==> src/rtl/layer_code.sv <==
// Serial LED encoder: shifts 24-bit GRB pixels out MSB first as pulse-width
// coded bits, with an optional latch (reset-code) low period after a pixel.
module layer_code #(
  parameter logic [15:0] RST_CYCLES = 16'd20000
) (
  input  logic        clk_in,
  input  logic        rst_in,
  input  logic [7:0]  t0h_cnt_in,
  input  logic [7:0]  t0l_cnt_in,
  input  logic [7:0]  t1h_cnt_in,
  input  logic [7:0]  t1l_cnt_in,
  input  logic [23:0] pix_data_in,
  input  logic        pix_valid_in,
  output logic        pix_ready_out,
  input  logic        frame_end_in,
  output logic        bit_out,
  output logic        busy_out,
  output logic        done_out
);

  localparam int unsigned PIX_W = 24;
  localparam int unsigned CNT_W = 16;
  localparam int unsigned IDX_W = 5;

  typedef enum logic [1:0] {IDLE, HIGH, LOW, LATCH} state_t;

  state_t             state, state_nxt;
  logic [PIX_W-1:0]   shreg, shreg_nxt;
  logic [IDX_W-1:0]   bit_idx, bit_idx_nxt;
  logic [CNT_W-1:0]   cnt, cnt_nxt;
  logic [7:0]         t0h_q, t0l_q, t1h_q, t1l_q;
  logic [7:0]         t0h_nxt, t0l_nxt, t1h_nxt, t1l_nxt;
  logic               pending, pending_nxt;
  logic               done_nxt;
  logic [7:0]         high_len, low_len;
  logic               phase_last, latch_last, transfer;

  // Phase lengths come from the timing counts captured with the pixel.
  assign high_len   = shreg[PIX_W-1] ? t1h_q : t0h_q;
  assign low_len    = shreg[PIX_W-1] ? t1l_q : t0l_q;
  assign phase_last = ((state == HIGH) && (cnt == CNT_W'(high_len))) ||
                      ((state == LOW)  && (cnt == CNT_W'(low_len)));
  assign latch_last = (cnt == RST_CYCLES - CNT_W'(1));

  // Ready while idle or on the last low cycle of bit 0, unless a latch is owed.
  assign pix_ready_out = !rst_in && !pending &&
                         ((state == IDLE) ||
                          ((state == LOW) && phase_last && (bit_idx == IDX_W'(0))));
  assign transfer = pix_valid_in && pix_ready_out;

  always_comb begin
    state_nxt   = state;
    shreg_nxt   = shreg;
    bit_idx_nxt = bit_idx;
    cnt_nxt     = cnt + CNT_W'(1);
    t0h_nxt     = t0h_q;
    t0l_nxt     = t0l_q;
    t1h_nxt     = t1h_q;
    t1l_nxt     = t1l_q;
    pending_nxt = pending | frame_end_in;
    done_nxt    = 1'b0;

    if (transfer) begin
      shreg_nxt   = pix_data_in;
      bit_idx_nxt = IDX_W'(23);
      t0h_nxt     = t0h_cnt_in;
      t0l_nxt     = t0l_cnt_in;
      t1h_nxt     = t1h_cnt_in;
      t1l_nxt     = t1l_cnt_in;
    end

    case (state)
      IDLE: begin
        cnt_nxt = '0;
        if (transfer) begin
          state_nxt = HIGH;
        end else if (pending_nxt) begin
          state_nxt   = LATCH;
          pending_nxt = 1'b0;
        end
      end
      HIGH: begin
        if (phase_last) begin
          state_nxt = LOW;
          cnt_nxt   = '0;
        end
      end
      LOW: begin
        if (phase_last) begin
          cnt_nxt = '0;
          if (bit_idx != IDX_W'(0)) begin
            state_nxt   = HIGH;
            shreg_nxt   = {shreg[PIX_W-2:0], 1'b0};
            bit_idx_nxt = bit_idx - IDX_W'(1);
          end else if (pending) begin
            // A request arriving on this very cycle is a new one and stays pending.
            state_nxt   = LATCH;
            pending_nxt = frame_end_in;
          end else if (transfer) begin
            state_nxt = HIGH;
          end else begin
            state_nxt = IDLE;
          end
        end
      end
      LATCH: begin
        if (latch_last) begin
          state_nxt = IDLE;
          cnt_nxt   = '0;
          done_nxt  = 1'b1;
        end
      end
      default: state_nxt = IDLE;
    endcase
  end

  always_ff @(posedge clk_in) begin
    if (rst_in) begin
      state    <= IDLE;
      shreg    <= '0;
      bit_idx  <= '0;
      cnt      <= '0;
      t0h_q    <= '0;
      t0l_q    <= '0;
      t1h_q    <= '0;
      t1l_q    <= '0;
      pending  <= 1'b0;
      bit_out  <= 1'b0;
      busy_out <= 1'b0;
      done_out <= 1'b0;
    end else begin
      state    <= state_nxt;
      shreg    <= shreg_nxt;
      bit_idx  <= bit_idx_nxt;
      cnt      <= cnt_nxt;
      t0h_q    <= t0h_nxt;
      t0l_q    <= t0l_nxt;
      t1h_q    <= t1h_nxt;
      t1l_q    <= t1l_nxt;
      pending  <= pending_nxt;
      bit_out  <= (state_nxt == HIGH);
      busy_out <= (state_nxt != IDLE);
      done_out <= done_nxt;
    end
  end

endmodule

==> config.mk <==
export PLATFORM = sky130hd
export DESIGN_NAME = layer_code
export DESIGN_NICKNAME = d
export VERILOG_FILES = /design/src/rtl/layer_code.sv
export SDC_FILE = /design/constraint.sdc
export NUM_CORES = 1
export LEC_CHECK = 0
export BUFFER_PORTS_ARGS = -buffer_cell sky130_fd_sc_hd__buf_2
export CAP_MARGIN = 20
export CORE_ASPECT_RATIO = 0.9
export CORE_MARGIN = 2
export CORE_UTILIZATION = 55
export DETAILED_ROUTE_END_ITERATION = 16
export PLACE_DENSITY = 0.78
export SETUP_SLACK_MARGIN = 0.5
export SKIP_LAST_GASP = 1
export SLEW_MARGIN = 20
export SYNTH_ARGS = -nofsm -noshare
export SYNTH_HDL_FRONTEND = slang
export SYNTH_SLANG_ARGS = --single-unit
==> constraint.sdc <==
create_clock -name clk_in -period 6.45 [get_ports clk_in]
set_input_delay 0 -clock clk_in [delete_from_list [all_inputs] [get_ports clk_in]]
set_output_delay 0 -clock clk_in [all_outputs]
set_load 0.01 [all_outputs]
==> qor.csv, run 1 <==
stage;metric;value;unit
route;WL/cell;14.8;um
route;antenna-violating nets left;0;
clock_network;clock sinks;83;
synthesis;mux cell area share after synthesis;0.0940;
power_and_ir_drop;maximum vdd drop;0.198;mV
timing;Slew HR;0.299;
floorplan;starting density of the core;0.559;
worst_setup_path;worst setup path startpoint;shreg[23]$_SDFF_PP0_;
worst_setup_path;Levels on crit path;8;
min_path;hold crit path type;in2reg;
clock_network;CTS Buf Count;9;
synthesis;Syn. warnings;0;
clock_network;post-CTS sizing;0;
clock_network;CTS tree;built;
worst_setup_path;WP data required;6740;ps
finish;diode count;0;
worst_setup_path;worst path cell trace;mux2i_1, xnor2_1, or4_4, or3_1, a211oi_4, buf_6, o21ai_1, a21oi_1;
route;routed vias/inst;5.65;
job;MaxCap Viol Count;0;
global_routing;largest net degree at the start of global routing;74;
worst_setup_path;Buf/Inv on CP;1;
floorplan;Std-Cell Rows;30;
synthesis;post-synthesis adder-cell area fraction;0.0211;
route;drt pass-1 iters;5;
global_routing;vias in the first global route;3448;
route;Via Count;3799;
min_path;hold-critical path depth;3;
finish;Filler cells;569;
clock_network;clk slew on worst S/H paths;90;ps
worst_setup_path;arrival time worst endpoint;4110;ps
synthesis;Synth Area in Compound Gates;0.186;
synthesis;main combinational cell family by area after synthesis;compound AO/OA/AOI/OAI gates;
clock_network;CTS H-Tree Depth;3;
global_routing;first-pass GRT wire length;16100;um
timing;Slew @ Worst Pin;1050;ps
route;total wire length;9960;um
power_and_ir_drop;overall power;0.00152;W
timing;unrepaired setup endpoints after global routing;no;
worst_setup_path;worst r2r src;shreg[23]$_SDFF_PP0_;
synthesis;Unique masters post-synth;47;
route;residual DRC count;0;
worst_setup_path;reg-to-reg slack, setup;2630;ps
clock_network;clk root buf;clkbuf_8;
synthesis;XOR/XNOR Fraction of Synth Area;0.0633;
worst_setup_path;Crit. End Element;flop;
floorplan;Die Area;8260;um2
synthesis;Post-Syn Area;4150;um2
worst_setup_path;crit path max fanout;18;
synthesis;synthesized area per cell;8.74;um2
synthesis;Syn Nets;542;
synthesis;#FFs+latches synth;83;
timing;clk_skew;11.1;ps
timing;fmax;262;MHz
timing;Final Hold Vio Count;0;
synthesis;post-synthesis sequential area ratio;0.400;
placed_design;GP Congestion;0.840;
floorplan;Die X;95.6;um
finish;layout cells sized above 1;0.165;
finish;# nets final;638;
global_routing;initial antenna violation count;0;
placed_design;hpwl dp;6060;um
timing;Finish-stage setup viols;0;
timing;Period minus WS final;3820;ps
floorplan;core area;7430;um2
worst_setup_path;delay-heaviest family, CP;simple AND/OR/NAND/NOR gates;
synthesis;Synth Area in Simple Gates;0.172;
timing;period utilisation layout;0.592;
clock_network;clk_lat worst skew;360;ps
run_status;status;finished, final reports clean;
worst_setup_path;Reg2Reg Depth;8;
worst_setup_path;Crit-path slowest cell;dfxtp_1;
worst_setup_path;type of origin of the critical path;flop;
synthesis;Cells after Synth;475;
power_and_ir_drop;Lkg Pwr;1.92;nW
floorplan;chip height;86.4;um
worst_setup_path;worst r2r dst;t0h_q[3]$_SDFFE_PP0N_;
clock_network;clk buf depth;2;
finish;Layout area overhead;24.4;%
global_routing;gr usage total;0.247;
worst_setup_path;CP Capture Point;t0h_q[3]$_SDFFE_PP0N_;
worst_setup_path;largest stage delay on the critical path;970;ps
route;DR iter-0 viols;243;
clock_network;setup bufs post-CTS;0;
timing;Max Slew Vio Count;0;
finish;commonest non-fill, non-tap cell in the layout;dfxtp_1;
worst_setup_path;Crit Path Category;reg2reg;
power_and_ir_drop;P per Cell Area;295;nW/um2
finish;commonest cells after routing, fill and taps aside;dfxtp_1, buf_2, dlygate4sd3_1;
global_routing;GR Overflow Total;0;
floorplan;io pins;64;
placed_design;IO buf count;63;
timing;Min Hold Slack;25.7;ps
timing;final setup TNS;0;ps
tightest hold or removal path, cell delays in order:
cell and delay [ps]:
buf_2 120, nor2_1 140, a211oi_1 70
synth_stat cells (all sizes together):
cell type	instances	share of area
dfxtp	83	0.40
nor2	49	0.044
nand3	44	0.054
mux2i	39	0.094
a21oi	38	0.047
o21ai	35	0.042
a211oi	26	0.051
clkbuf	23	0.021
xnor2	16	0.034
buf	15	0.034
nand2	15	0.014
xor2	14	0.030
nor3	13	0.016
inv	9	0.0081
ha	7	0.021
nor4	5	0.0090
and3	4	0.0060
o211ai	4	0.0084
o31a	4	0.0084
a211o	3	0.0063
a21boi	3	0.0054
a31oi	3	0.0045
nand4	3	0.0045
o41ai	3	0.0063
or4	3	0.0063
and2	2	0.0030
nor3b	2	0.0036
or3	2	0.0030
a22oi	1	0.0018
a31o	1	0.0021
nand2b	1	0.0015
nor2b	1	0.0015
nor4b	1	0.0021
o21bai	1	0.0027
or2	1	0.0015
or4b	1	0.0024
flip-flops by register name, summed over array words and instances (netlist names):
register	count
t0l_q	8
t1l_q	8
t1h_q	8
busy_out	1
t0h_q	8
done_out	1
bit_idx	5
state	2
cnt	16
pending	1
shreg	24
bit_out	1
cells by family after synthesis:
logic type | Yosys count
compound gates | 122
xor+xnor | 30
fa+ha+maj | 7
buf+inv | 47
flops | 83
mux | 39
simple gates | 147
report_power, final:
| group | internal, W | switching (W) | leakage [nW] |
|---|---|---|---|
| Clock | 0.000201 | 0.000193 | 0.106 |
| Combinational | 0.000216 | 0.000263 | 1.14 |
| Sequential | 0.000587 | 0.0000611 | 0.675 |
| Total | 0.00100 | 0.000517 | 1.92 |
area by class of cell:
class / count / area, um2 / share of cell area
multi-input combinational: 345 / 2230 / 0.432
tap: 96 / 120 / 0.0233
clock inverter: 5 / 60.1 / 0.0116
inverter: 9 / 33.8 / 0.00654
clock buffer: 11 / 151 / 0.0293
sequential: 83 / 1660 / 0.322
timing repair buffer: 123 / 907 / 0.176
metrics by stage:
step	util	setup slack, ps	cells	cell area [um2]
after floorplan	-	3840	475	4150
after global placement	0.591	2560	600	4390
after detailed placement	0.592	2670	601	4400
after CTS	0.695	2660	672	5160
after global routing	0.695	2420	672	5160
final	0.695	2630	672	5160
layer usage:
| metal | global-route usage | vias to the layer above | part of all wire |
|---|---|---|---|
| met5 | 0 | - | 0 |
| met4 | 0.0831 | 0 | 0.020 |
| met3 | 0.0635 | 19 | 0.051 |
| met2 | 0.392 | 115 | 0.48 |
| met1 | 0.329 | 1759 | 0.45 |
| li1 | - | 1906 | - |
what timing repair did:
action	in CTS	in global routing
hold buffers	55	0
setup endpoints to repair	0	0
endpoints found under the hold margin	55	0
how the worst min path moves through the flow:
stage / start / to / slack, ps
after CTS: frame_end_in / pending$_SDFF_PP0_ / 3
final: frame_end_in / pending$_SDFF_PP0_ / 30
after global placement: t0h_cnt_in[3] / t0h_q[3]$_SDFFE_PP0N_ / 260
after floorplan: t1l_cnt_in[5] / t1l_q[5]$_SDFFE_PP0N_ / 160
after global routing: frame_end_in / pending$_SDFF_PP0_ / 30
after detailed placement: t1l_cnt_in[6] / t1l_q[6]$_SDFFE_PP0N_ / 270
Note: power is estimated with default switching activity, not from simulation.
==> inputs of run 2 (changes only) <==
- ABC_AREA: default -> 1
- CORE_UTILIZATION: 55 -> 52
- PLACE_DENSITY: 0.78 -> 0.77
- clock period: 6.45 -> 3.31 ns (I/O delays scaled with it)
==> run 2 against run 1 <==
- register-to-register slack worse by 1900 ps
- core utilization is 2.0 points lower
- clock power is 60% higher
- largest power group unchanged
- sequential power grew 94%
- worst setup slack got worse by 1900 ps
- critical path depth rose by 5
==> qor.csv, run 2 <==
stage;metric;value;unit;change
run_status;status;finished, final reports clean;;
global_routing;largest net degree at the start of global routing;56;;-24%
timing;Finish-stage setup viols;0;;unchanged
worst_setup_path;WP data required;3310;ps;-3430 ps
finish;Layout area overhead;26.1;%;
clock_network;CTS H-Tree Depth;3;;unchanged
global_routing;initial antenna violation count;0;;unchanged
synthesis;synth cell count leaders;nand2_1, nand3_1, dfxtp_1, inv_1, nor2_1;;
clock_network;clk slew on worst S/H paths;80;ps;about the same
synthesis;leading post-synthesis cells by cell area;dfxtp_1, nand2_1, nand3_1;;
floorplan;core area;8070;um2;+8.6%
synthesis;synthesized area per cell;6.44;um2;-26%
finish;number of flip-flops in the largest register;24;;unchanged
worst_setup_path;worst path cell trace;buf_4, nand2_1, nand2_1, nand2_1, nand2_1, nand2_1, nor2_1, nand3_1, nand2_1, nand4_2, a21boi_4, clkbuf_8, buf_2;;
power_and_ir_drop;Switching Fraction;0.386;;+0.0464
placed_design;post-placement worst setup slack;675;ps;-1990 ps
timing;Final Hold Vio Count;0;;unchanged
route;total wire length;11500;um;+16%
worst_setup_path;Buf/Inv on CP;3;;+2
timing;Slew @ Worst Pin;890;ps;-162 ps
worst_setup_path;Crit Path Category;reg2out;;
synthesis;post-synthesis sequential area ratio;0.385;;-0.0154
power_and_ir_drop;Lkg Pwr;2.65;nW;+38%
synthesis;ys flop type;dfxtp_1;;
clock_network;clock sinks;83;;unchanged
floorplan;Std-Cell Rows;31;;+3.3%
clock_network;clk buf depth;2;;unchanged
worst_setup_path;Crit. End Element;output pin;;
timing;Max Slew Vio Count;0;;unchanged
power_and_ir_drop;Clock power frac;0.206;;-0.053
floorplan;starting density of the core;0.535;;-0.0234
finish;# nets final;844;;+32%
power_and_ir_drop;register share of total power;0.410;;-0.016
worst_setup_path;delay-heaviest family, CP;simple AND/OR/NAND/NOR gates;;
power_and_ir_drop;Pint;0.00188;W;+87%
power_and_ir_drop;P per Cell Area;562;nW/um2;+91%
synthesis;#FFs+latches synth;83;;unchanged
floorplan;io pins;64;;unchanged
floorplan;Die Area;9050;um2;+9.6%
global_routing;vias in the first global route;4309;;+25%
timing;unrepaired setup endpoints after global routing;no;;
worst_setup_path;reg-to-reg slack, setup;780;ps;-1850 ps
floorplan;Die X;100;um;+4.7%
power_and_ir_drop;maximum vdd drop;0.317;mV;+60%
worst_setup_path;CP dominant cell by count;nand2_1;;
synthesis;Syn Nets;738;;+36%
synthesis;Post-synth EDFFs;0;;unchanged
route;residual DRC count;0;;unchanged
finish;diode count;0;;unchanged
route;routed vias/inst;5.25;;-7.2%
finish;commonest non-fill, non-tap cell in the layout;nand2_1;;
synthesis;Async SR Flop Fraction;0;;unchanged
placed_design;Area after DPL;4670;um2;+6.1%
timing;Period minus WS final;2580;ps;
power_and_ir_drop;NetSw;0.00118;W;+130%
route;DR iter-0 viols;262;;+7.8%
global_routing;gr usage total;0.263;;+0.0162
clock_network;CTS tree;built;;
synthesis;share of Yosys cell area claimed by the top area cell type;0.385;;-0.0154
synthesis;Unique masters post-synth;28;;-40%
placed_design;hpwl dp;7260;um;+20%
worst_setup_path;type of origin of the critical path;flop;;
timing;clk_skew;12.2;ps;+1.15 ps
synthesis;Synth area leader;dfxtp_1;;
finish;finished layout cell area;5450;um2;+5.5%
route;WL/cell;13.1;um;-12%
route;drt pass-1 iters;5;;unchanged
clock_network;clk_lat worst skew;360;ps;about the same
worst_setup_path;crit path max fanout;47;;+29
finish;layout cells sized above 1;0.118;;-0.0473
timing;Min Hold Slack;19.4;ps;-6.36 ps
synthesis;most common cell in the netlist;nand2_1;;
clock_network;clk root buf;clkbuf_8;;
route;antenna-violating nets left;0;;unchanged
min_path;hold crit path type;in2reg;;
timing;Slew HR;0.407;;+0.108
power_and_ir_drop;overall power;0.00306;W;+100%
synthesis;Syn. warnings;0;;unchanged
finish;Biggest register;shreg;;
timing;Final WS setup;732;ps;-1900 ps
global_routing;first-pass GRT wire length;19400;um;+21%
power_and_ir_drop;Comb power frac;0.384;;+0.069
floorplan;chip height;90.5;um;+4.7%
global_routing;GR Overflow Total;0;;unchanged
job;MaxCap Viol Count;0;;unchanged
timing;fmax;388;MHz;
timing;period utilisation layout;0.779;;
placed_design;IO buf count;63;;unchanged
timing;final setup TNS;0;ps;unchanged
worst_setup_path;largest stage delay on the critical path;440;ps;-530 ps
worst_setup_path;Crit-path slowest cell;dfxtp_1;;
finish;commonest cells after routing, fill and taps aside;nand2_1, nand3_1, dfxtp_1;;
route;Via Count;4623;;+22%
finish;Top Registers;shreg: 24 flops, cnt: 16 flops;;
clock_network;CTS Buf Count;9;;unchanged
worst_setup_path;arrival time worst endpoint;2580;ps;-1530 ps
placed_design;GP Congestion;0.931;;+11%
synthesis;Post-Syn Area;4320;um2;+4.0%
synthesis;Cells after Synth;671;;+41%
run 2: cell types whose count changed in the layout (fill, tap and decap cells not counted), moves of 4 or more:
| cell | delta |
|---|---|
| o21ai_1 | -29 |
| inv_1 | +71 |
| mux2i_1 | -39 |
| o21ai_0 | +15 |
| xor2_1 | -7 |
| nor2_1 | +26 |
| o31a_1 | -4 |
| a21oi_1 | +10 |
| nand2_1 | +171 |
| a211oi_1 | -22 |
| xnor2_1 | -15 |
| nand3_1 | +47 |
run 2: worst min-delay path: cells and delay by family:
kind                   cells  cell delay (ps)
buffers and inverters      2              150
AO/OA/AOI/OAI              2              140
AND/OR/NAND/NOR            1               50
run 2: cells by family (layout without fill, tap and decap cells):
| family | after synthesis | count (layout) | share of synthesized area |
|---|---|---|---|
| compound gates | 76 | 76 | 0.0933 |
| buf+inv | 114 | 225 | 0.107 |
| simple gates | 383 | 383 | 0.379 |
| flops | 83 | 83 | 0.385 |
| fa+ha+maj | 7 | 7 | 0.0203 |
| xor+xnor | 8 | 8 | 0.0162 |
run 2: final cells by class:
type                            instances  area [um2]
Clock inverter                          5        30.0
Sequential cell                        83        1660
Inverter                               81         304
Clock buffer                           11         131
Timing Repair Buffer                  128         983
Multi-Input combinational cell        474        2210
Fill cell                             697        2620
Tap cell                               99         124
run 2: final timing paths:
path / start / endpoint / cells past startpoint
max: shreg[23]$_SDFF_PP0_ / pix_ready_out / 13
min: frame_end_in / pending$_SDFF_PP0_ / 5
max reg2reg: shreg[23]$_SDFF_PP0_ / shreg[6]$_SDFF_PP0_ / 17
min reg2reg: t1l_q[5]$_SDFFE_PP0N_ / t1l_q[5]$_SDFFE_PP0N_ / 2
run 2: power groups by stage:
stage | logic [W] | registers (W) | clock network [W]
floorplan | 0.000845 | 0.00125 | 0
global placement | 0.00104 | 0.00127 | 0
detailed placement | 0.00107 | 0.00128 | 0
finish | 0.00118 | 0.00126 | 0.000632
global route | 0.00135 | 0.00127 | 0.000688
CTS | 0.00112 | 0.00125 | 0.000641
run 2: layer usage:
| layer | track usage | vias up | wire length (um) |
|---|---|---|---|
| li1 | - | 2342 | - |
| met3 | 0.0642 | 32 | 686 |
| met2 | 0.439 | 148 | 5520 |
| met4 | 0.0970 | 0 | 329 |
| met5 | 0 | - | 0 |
| met1 | 0.329 | 2101 | 5010 |
run 2: through the flow:
step / instances / utilization
2_1_floorplan: 671 / -
3_5_place_dp: 808 / 0.579
3_3_place_gp: 808 / 0.579
5_1_grt: 881 / 0.675
6_report: 881 / 0.675
4_1_cts: 880 / 0.668
run 2: timing repair:
item                       CTS  global route
gates resized for setup      0             7
hold endpoints to repair    56             0
hold buffers                56             0
buffers inserted             0             0
setup endpoints to repair    0            22
==> inputs of run 3 (changes only) <==
- ABC_AREA: 1 -> 0
- CORE_UTILIZATION: 52 -> 51
- PLACE_DENSITY: 0.77 -> 0.76
- clock period: 3.31 -> 2.2 ns (I/O delays scaled with it)
==> run 3 against run 2 <==
- via count is 8.7% lower
- wire length is 10% higher
- critical path type is now reg2reg
- the flow now finishes with violations (setup timing)
- sequential share of layout area is 2.9 points lower
==> qor.csv, run 3 (same netlist as run 1, synthesis figures left out) <==
stage;metric;value;unit;change
floorplan;Die Area;8880;um2;-1.9%
timing;Max Slew Vio Count;0;;unchanged
timing;Period minus WS final;2780;ps;
placed_design;placed cell count;653;;-19%
route;residual DRC count;0;;unchanged
floorplan;Std-Cell Rows;31;;unchanged
clock_network;clk buf depth;2;;unchanged
finish;Layout area overhead;45.3;%;
clock_network;clk slew on worst S/H paths;90;ps;about the same
timing;Final Hold Vio Count;0;;unchanged
power_and_ir_drop;maximum vdd drop;0.482;mV;+52%
clock_network;clock sinks;83;;unchanged
route;Via Count;4221;;-8.7%
timing;unrepaired setup endpoints after global routing;yes;;
worst_setup_path;crit path max fanout;7;;-85%
timing;fmax;360;MHz;
route;antenna-violating nets left;0;;unchanged
worst_setup_path;Crit Path Category;reg2reg;;
min_path;hold crit path type;in2reg;;
global_routing;largest net degree at the start of global routing;73;;+30%
floorplan;chip height;89.6;um;-0.95%
finish;final instance count without filler cells;737;;-16%
timing;Slew HR;0.480;;+0.0728
floorplan;core area;7990;um2;-0.96%
clock_network;CTS H-Tree Depth;3;;unchanged
global_routing;gr usage total;0.253;;-0.0106
global_routing;GR Overflow Total;0;;unchanged
timing;Slew @ Worst Pin;780;ps;-109 ps
timing;Finish-stage setup viols;83;;+83
worst_setup_path;worst setup path startpoint;shreg[23]$_SDFF_PP0_;;
floorplan;Die X;99.1;um;-0.95%
finish;Filler cells;494;;-29%
worst_setup_path;worst r2r src;shreg[23]$_SDFF_PP0_;;
placed_design;post-placement worst setup slack;-444;ps;-1120 ps
finish;Top Registers;shreg: 24 flops, cnt: 16 flops;;
finish;commonest cells after routing, fill and taps aside;dfxtp_1, buf_2, buf_4;;
timing;Final WS setup;-580;ps;-1310 ps
worst_setup_path;WP data required;2480;ps;-830 ps
run_status;status;finished with violations;;
finish;layout cells sized above 1;0.309;;+0.191
global_routing;vias in the first global route;3924;;-8.9%
finish;commonest non-fill, non-tap cell in the layout;dfxtp_1;;
worst_setup_path;Crit-path slowest cell;dfxtp_4;;
timing;period utilisation layout;1.26;;
finish;diode count;0;;unchanged
finish;number of flip-flops in the largest register;24;;unchanged
run_status;violated checks;setup timing;;
route;WL/cell;17.3;um;+32%
worst_setup_path;type of origin of the critical path;flop;;
finish;Biggest register;shreg;;
timing;final setup TNS;-36610;ps;-36610 ps
placed_design;hpwl dp;6960;um;-4.2%
route;DR iter-0 viols;262;;unchanged
placed_design;GP Congestion;0.920;;-1.3%
finish;# nets final;700;;-17%
floorplan;starting density of the core;0.520;;-0.0156
clock_network;CTS tree;built;;
global_routing;initial antenna violation count;0;;unchanged
clock_network;clk_lat worst skew;360;ps;about the same
worst_setup_path;worst path cell trace;buf_4, buf_4, mux2i_2, xor2_1, nand3_2, or3_4, buf_6, a211oi_4, buf_6, buf_12, o21ai_1, a21oi_1;;
job;MaxCap Viol Count;0;;unchanged
worst_setup_path;Crit. End Element;flop;;
timing;clk_skew;6.89;ps;-5.32 ps
min_path;startpoint of the worst hold path;pix_data_in[6];;
clock_network;clk root buf;clkbuf_8;;
worst_setup_path;largest stage delay on the critical path;430;ps;about the same
global_routing;first-pass GRT wire length;18200;um;-6.6%
power_and_ir_drop;P per Cell Area;863;nW/um2;+53%
route;total wire length;12700;um;+10%
worst_setup_path;arrival time worst endpoint;3060;ps;+480 ps
clock_network;CTS Buf Count;9;;unchanged
route;routed vias/inst;5.73;;+9.1%
route;drt pass-1 iters;5;;unchanged
placed_design;IO buf count;63;;unchanged
power_and_ir_drop;Lkg Pwr;2.34;nW;-12%
floorplan;io pins;64;;unchanged
run 3: changes by cell type in the layout (fill, tap and decap cells not counted), sizes merged, moves of 7 or more:
cell	delta
a21oi	-9
nand3	-47
inv	-72
buf	+62
nand2	-171
dlygate4sd3	-7
xor2	+7
mux2i	+39
xnor2	+15
o21ai	+14
nor2	-26
a211oi	+24
run 3: path summary, 6_finish.rpt:
check	endpoint	slack, ps	cells past startpoint
setup reg to reg	t1h_q[6]$_SDFFE_PP0N_	-580	12
hold / removal	shreg[6]$_SDFF_PP0_	3	3
setup / recovery	t1h_q[6]$_SDFFE_PP0N_	-580	12
hold reg to reg	t0l_q[5]$_SDFFE_PP0N_	480	2
run 3: area by class of cell:
class                           count  area (um2)  area share
Clock inverter                      6        65.1      0.0108
Sequential cell                    83        1670       0.276
Inverter                            9        33.8     0.00560
Multi-Input combinational cell    345        2460       0.408
Timing Repair Buffer              185        1550       0.257
Tap cell                           99         124      0.0205
Clock buffer                       10         138      0.0228
run 3: through the flow:
step | instance area, um2 | util | hold WS, ps | power [W]
finish | 6030 | 0.755 | 3.33 | 0.00520
global route | 6030 | 0.755 | 9.61 | 0.00544
CTS | 5800 | 0.725 | 0.906 | 0.00499
detailed placement | 4860 | 0.609 | 271 | 0.00352
global placement | 4860 | 0.609 | 264 | 0.00346
floorplan | 4220 | - | 161 | 0.00301
run 3: repair_timing:
item	in CTS	in global routing
hold buffers	49	0
hold endpoints to repair	49	0
gates resized for setup	35	24
gates cloned	1	5
pin swaps	17	17
buffers inserted	8	5
setup endpoints to repair	83	84
run 3: worst max-delay path, delay by kind of cell (launching register included):
| kind | cells | cell delay [ps] |
|---|---|---|
| XOR/XNOR | 1 | 210 |
| AO/OA/AOI/OAI | 3 | 510 |
| multiplexers | 1 | 200 |
| flip-flops | 1 | 430 |
| buffers and inverters | 5 | 760 |
| AND/OR/NAND/NOR | 2 | 590 |
run 3: metal layers:
metal / wire, um / global-route usage / up-vias
met2: 6410 / 0.438 / 183
met3: 659 / 0.0441 / 31
met5: 0 / 0 / -
li1: - / - / 2015
met4: 343 / 0.0859 / 0
met1: 5330 / 0.324 / 1992
run 3: where the power goes:
part	switching (W)	leakage (nW)	internal, W
sequential	0.000182	0.676	0.00172
clock	0.000571	0.102	0.000555
combinational	0.00110	1.56	0.00107
total	0.00185	2.34	0.00335
